--- config.mk ---
export PLATFORM = sky130hd
export DESIGN_NAME = async_mem_flat
export DESIGN_NICKNAME = d
export VERILOG_FILES = /design/src/rtl/async_mem_if.sv /design/src/rtl/async_mem.sv /design/src/flat_wrapper.sv
export SDC_FILE = /design/constraint.sdc
export NUM_CORES = 1
export LEC_CHECK = 0
export BUFFER_PORTS_ARGS = -buffer_cell sky130_fd_sc_hd__clkbuf_2
export CORE_UTILIZATION = 50
export CTS_CLUSTER_DIAMETER = 100
export CTS_CLUSTER_SIZE = 14
export DETAILED_ROUTE_END_ITERATION = 8
export PLACE_DENSITY = 0.7
export SYNTH_ARGS = -nofsm -noshare
export SYNTH_HDL_FRONTEND = slang
export SYNTH_SLANG_ARGS = --single-unit
--- constraint.sdc ---
create_clock -name wr_clk -period 4.2 [get_ports wr_clk]
set_input_delay 1.05 -clock wr_clk [delete_from_list [all_inputs] [get_ports wr_clk]]
set_output_delay 1.05 -clock wr_clk [all_outputs]
set_load 0.02 [all_outputs]
--- src/rtl/async_mem_if.sv ---
// async_mem_if: shared-address RAM bus carrying write and read channels
interface async_mem_if #(
    parameter int asz = 8,
    parameter int dsz = 8
);
    logic [asz-1:0] addr;
    logic [dsz-1:0] wr_data;
    logic           wr_cs;
    logic           rd_cs;
    logic [dsz-1:0] rd_data;
    modport master (output addr, wr_data, wr_cs, rd_cs, input rd_data);
    modport slave (input addr, wr_data, wr_cs, rd_cs, output rd_data);
endinterface

--- src/rtl/async_mem.sv ---
// async_mem: sync-write/async-read register-file RAM; ASYNC_MEM_BYPASS_EN adds write-first read bypass
module async_mem #(
    parameter int asz = 8,
    parameter int dsz = 8,
    parameter int depth = 127
) (
    input logic wr_clk,
    input logic reset,
    async_mem_if.slave bus
);
    localparam int aw = depth > 1 ? $clog2(depth) : 1;
    logic [dsz-1:0] mem [depth];
    logic [aw-1:0]  idx;
    logic           in_range;
    logic           bypass;
    assign idx = bus.addr[aw-1:0];
    assign in_range = 32'(bus.addr) < 32'(depth);
`ifdef ASYNC_MEM_BYPASS_EN
    assign bypass = bus.wr_cs && !reset;
`else
    assign bypass = 1'b0;
`endif
    // reset clears every word and overrides a coincident write; out-of-range writes are dropped
    always_ff @(posedge wr_clk) begin
        if (reset) begin
            for (int i = 0; i < depth; i++) mem[i] <= '0;
        end else if (bus.wr_cs && in_range) begin
            mem[idx] <= bus.wr_data;
        end
    end
    // open-bus ones when deselected or out of range, otherwise stored word (or in-flight data when bypassing)
    always_comb begin
        bus.rd_data = !(bus.rd_cs && in_range) ? '1 : bypass ? bus.wr_data : mem[idx];
    end
endmodule

--- src/flat_wrapper.sv ---
// flat-port wrapper written by rule: the top's interface ports become plain ports
module async_mem_flat 
#(
    parameter int asz = 8,
    parameter int dsz = 8,
    parameter int depth = 127
)
  (wr_clk, reset, bus_addr, bus_wr_data, bus_wr_cs, bus_rd_cs, bus_rd_data);
  async_mem_if #(.asz(asz), .dsz(dsz)) bus_i ();
  input logic wr_clk;
  input logic reset;
  input wire logic [$bits(bus_i.addr)-1:0] bus_addr;
  input wire logic [$bits(bus_i.wr_data)-1:0] bus_wr_data;
  input wire logic [$bits(bus_i.wr_cs)-1:0] bus_wr_cs;
  input wire logic [$bits(bus_i.rd_cs)-1:0] bus_rd_cs;
  output wire logic [$bits(bus_i.rd_data)-1:0] bus_rd_data;
  assign bus_i.addr = bus_addr;
  assign bus_i.wr_data = bus_wr_data;
  assign bus_i.wr_cs = bus_wr_cs;
  assign bus_i.rd_cs = bus_rd_cs;
  assign bus_rd_data = bus_i.rd_data;
  async_mem #(.asz(asz), .dsz(dsz), .depth(depth)) u_core (.wr_clk(wr_clk), .reset(reset), .bus(bus_i));
endmodule
# After elaboration in Yosys (flattened, before gate mapping)
# Memories as Yosys holds them, arrays and structs flattened.
# Index checks and enable logic that the tools add are counted.
# totals
wordCells,14
ramBits,1016
out_inout_bits,8
register_bits,0
memories,1
# op_classes
magnitude_cmp,1
mux,9
n_reduce_logical,3
# mem_list
name,words,word_bits,rd,rd_clocked_by_memory_dff,write_ports,line,text
u_core.mem,127,8,1,0,127,async_mem.sv:12,logic [dsz-1:0] mem [depth];
# op_table
operator,n
$mux 8,2
$lt 8x7->1 const B,1
$reduce_or 8->1,1
$mux 7,1
$mux 1,6
$logic_and 1x1->1,2

# Logic depth before layout (Yosys ltp)
# logic_depth
word_depth,7
mapped_depth,11

# Least setup slack after synthesis
# OpenSTA, ideal clock, no wires.
# synth_path
path_type,input-to-output
start,input port bus_addr[0]
end,output port bus_rd_data[7]
required_time_ps,3150
path_slack_ps,258
path_stages,11
arrival_time_ps,2892
path_buffers,5
path_cell_list,buf_6 -> buf_6 -> buf_6 -> or2_2 -> buf_2 -> buf_2 -> o221ai_1 -> o21ai_0 -> o221ai_1 -> o21ai_0 -> a31oi_1
# synth_via
elab_chain_cells,3
word_cells_on_any_way,4
classes_between,order compare (1); mux (1); reduce/logical (1); memory (1)
# synth_rtl
element,line,text
start: declaration,flat_wrapper.sv:12,input wire logic [$bits(bus_i.addr)-1:0] bus_addr;
branches (longest 2 deep; another with $mem_v2 127x8),-,
$mux 8 (*),async_mem.sv:33,bus.rd_data = !(bus.rd_cs && in_range) ? '1 : bypass ? bus.wr_data : mem[idx];
end: declaration,flat_wrapper.sv:16,output wire logic [$bits(bus_i.rd_data)-1:0] bus_rd_data;
# Mark *: on every way between the ends.

# Final worst setup path
# layout_path
start,input port bus_addr[1]
end,output port bus_rd_data[2]
# Same word-level chain as after synthesis.

==> results.md <==
* Wire per inst at ~29 µm
* Pwr per Cell Area at approximately 380 nW/µm²
* Core region area at between 90,000 and 100,000 µm²
* Mapped Cells at between 3,000 and 4,000
* Htree depth at 3
* Synth Area in Adders at 0
* Most flops, register: u_core.mem
* Critical path startpoint category: input pin
* RSZ-0062 raised after global routing: yes
* DRT Pass-1 Iters at 8
* Post-placement worst setup slack at -0.762 ns
* Nets at between 3,000 and 4,000
* First-pass GRT wire length at 211,000 µm
* Area of the die at roughly 96,000 µm²
* I/O Buffers at 27
* Int Pwr at about 0.016 W
* Chip height at 311 µm
* Seq pwr share at 0.560
* Number of global-route vias before repair at about 30,000
* Post-synth EDFFs at a little over 1,000
* Outcome: finished, violations left
* Die X at slightly above 300 µm
* Main synth FF type: edfxtp_1
* Share of synthesized registers carrying an async set or reset at 0
* Cell Chain, Critical Path: buf_12 > buf_12 > or2_2 > buf_4 > o221ai_1 > o21ai_1 > buf_4 > o221ai_2 > nand3_1 > nand4_1 > clkbuf_8
* Final non-filler cell total at just over 5,000
* Pleak at ~20 nW
* Final hold violation count at 0
* RD Place Congestion at slightly above 1
* Clock root buffer: clkbuf_16
* CP max FO at 15
* Critical Path Max Stage Delay at roughly 0.43 ns
* GRT Total Usage at 0.298
* Final WS setup at -0.248 ns
* Simple-Gate Fraction of Synth Area at 0.183
* Crit path DAT at ~3.4 ns
* Synth Warn # at 0
* Placed instance area at just over 50,000 µm²
* WHS Path Cells at 1
* NetSw at 0.00511 W
* Xor/xnor cell area share of the yosys netlist at 0
* Compound-Gate Fraction of Synth Area at 0.0744
* Initial antenna violation count at 2
* Antenna Violating Nets Remaining at 0
* Via density at around 6.3
* Reported max-cap violation count at 0
* Sequential share of the synthesized area at 0.646
* Mux contribution to synthesized area at 0.0673
* Layout filler cell count at between 7,000 and 8,000
* Sw Ratio at 0.239
* Largest net degree at the start of global routing at 89
* Failing checks: setup timing
* Number of flip-flops under the largest register name at roughly 1,000
* Worst Hold Class: input pin to register
* Slew Limit Fails at 0
* Area of the mapped netlist at roughly 48,000 µm²
* Least-Margin Pin Slew at ~1.2 ns
* Initial Util at 0.508
* VDD IR max at between 0.0003 and 0.0004 V
* Critical path class: input pin to output port
* Total gr overflow at 0
* Hold wc startpoint: bus_wr_data[2]
* Slowest-stage cell, CP: or2_2
* Final Cycle Share at 1.06
* Inst Count DP at about 5,000
* Synth cell types at 57
* CP endpoint kind: output port
* Top Registers: u_core.mem: 1024 flops
* #FFs+latches synth at around 1,000
* Post-synthesis area per instance at roughly 14 µm²
* # DRC at 0
* Total routed wirelength at roughly 150,000 µm
* Hold EP: u_core.mem[127][2]
* Endpoints failing setup at 8
* Total CTS buffers at 83
* Hold_buf cts at 0
* Top Ports at 28
* Antenna cell count at 0
* Gate power share at 0.107
* F_max at roughly 220 MHz
* Post-layout min period at 4.45 ns
* Relative slew margins at 0.229
* Layout area overhead at 17.7%
* Routed via count at 32,100
* Largest family of logic cells by synthesized area: simple AND/OR/NAND/NOR gates
* Final hold slack at about 0.89 ns
* Num rows at between 100 and 150
* DRC marker count from the first detailed-route iteration at 4,728
* Clock slew seen by the registers of the worst setup and hold paths at ~0.060 ns
* Final Cell Area at 56,100 µm²
* TritonCTS clock tree: built
* Dpl hpwl at ~95,000 µm
* Share of post-route cells with drive strength above 1 at 0.258
* Clock buffer depth at 3
* Clk sink count at a little over 1,000
* Total Negative Setup Slacks at -1.35 ns
* Clock Power Share at 0.334
* Critical Path RT at 3.15 ns
[worst max-delay path, delay by kind of cell]
| kind | cells | cell delay [ns] |
|---|---|---|
| compound gates | 3 | 0.59 |
| buf+inv | 5 | 0.83 |
| simple gates | 3 | 0.88 |
[stage by stage]
step                 util  power [W]
floorplan               -     0.0131
global placement    0.554     0.0141
detailed placement  0.554     0.0141
CTS                 0.590     0.0212
global route        0.598     0.0218
finish              0.598     0.0214
[power by group through the flow]
stage	Sequential, W	Combinational [W]	Clock (W)
2_1_floorplan	0.0120	0.00105	0
3_3_place_gp	0.0121	0.00194	0
3_5_place_dp	0.0121	0.00196	0
4_1_cts	0.0119	0.00213	0.00713
5_1_grt	0.0120	0.00234	0.00749
6_report	0.0120	0.00228	0.00713
[layout by cell type (no fill, tap or decap), types with 6 or more instances in the layout]
cell | synthesis | routed
edfxtp_1 | 1024 | 1024
and2_1 | 1018 | 1016
buf_4 | 22 | 425
nor2_1 | 206 | 200
mux2i_1 | 149 | 140
a221oi_1 | 182 | 140
or2_2 | 130 | 129
clkbuf_16 | 0 | 90
nand2_1 | 77 | 76
mux4_2 | 64 | 64
buf_12 | 0 | 47
a22oi_1 | 49 | 42
a221oi_2 | 2 | 40
o221ai_1 | 31 | 26
o21ai_0 | 53 | 25
mux2_2 | 24 | 24
a21oi_1 | 27 | 24
nand3_1 | 24 | 22
buf_6 | 17 | 22
o22ai_1 | 26 | 21
o21ai_1 | 1 | 19
nand4_1 | 17 | 17
a22o_1 | 11 | 9
o211ai_1 | 9 | 9
nor2_2 | 4 | 8
o21ai_2 | 0 | 8
conb_1 | 1 | 8
a31oi_1 | 11 | 7
mux2i_2 | 0 | 7
a22oi_2 | 0 | 7
nor3_2 | 0 | 7
buf_16 | 0 | 7
a221o_1 | 6 | 6
o221a_2 | 6 | 6
nor3_1 | 13 | 6
clkbuf_2 | 0 | 6
buf_8 | 0 | 6
[logic make-up after synthesis]
kind of cell / Yosys count
DFF: 1024
muxes: 237
buffers and inverters: 293
AOI/OAI and AO/OA: 454
and+or+nand+nor: 1512
other: 1
[how the worst max path moves through the flow]
stage	from	endpoint	slack (ns)
after floorplan	bus_addr[0]	bus_rd_data[7]	0.26
after global placement	bus_addr[0]	bus_rd_data[2]	-0.71
after detailed placement	bus_addr[0]	bus_rd_data[2]	-0.76
after CTS	bus_addr[0]	bus_rd_data[6]	-0.18
after global routing	bus_addr[0]	bus_rd_data[2]	-0.29
final	bus_addr[1]	bus_rd_data[2]	-0.25
[timing repair]
item	CTS	global route
buffers inserted	25	23
gates resized for setup	193	83
cloned	7	6
endpoints found under the setup margin	8	8
pin swaps	44	46
[cells in the mapped netlist, types with 11 or more instances]
cell type	instances	area share
o22ai_1	26	0.0034
buf_4	22	0.0035
a31oi_1	11	0.0014
a22o_1	11	0.0020
a21oi_1	27	0.0028
mux2_2	24	0.0057
o221ai_1	31	0.0057
nor2_1	206	0.016
a221oi_1	182	0.033
nand4_1	17	0.0022
a22oi_1	49	0.0077
clkbuf_1	179	0.014
or2_2	130	0.017
mux4_2	64	0.030
edfxtp_1	1024	0.65
buf_6	17	0.0040
mux2i_1	149	0.031
nor3_1	13	0.0014
buf_2	57	0.0060
nand2_1	77	0.0061
o21ai_0	53	0.0056
and2_1	1018	0.13
nand3_1	24	0.0025
[cell type report]
class	count	area (µm²)	share of cell area
timing repair buffer	526	4980	0.0888
inverter	8	30.0	0.000536
clock buffer	85	2130	0.0379
sequential	1024	30700	0.549
clock inverter	5	60.1	0.00107
tap	1254	1570	0.0280
multi-input combinational	2213	16500	0.295
[layer usage]
layer	wire length (µm)	global-route usage	part of all wire
met1	55100	0.406	0.38
met2	67200	0.460	0.46
met3	17200	0.0656	0.12
met4	7040	0.130	0.048
met5	60	0	0.00041
No activity file was read; power rests on OpenSTA's default activity.
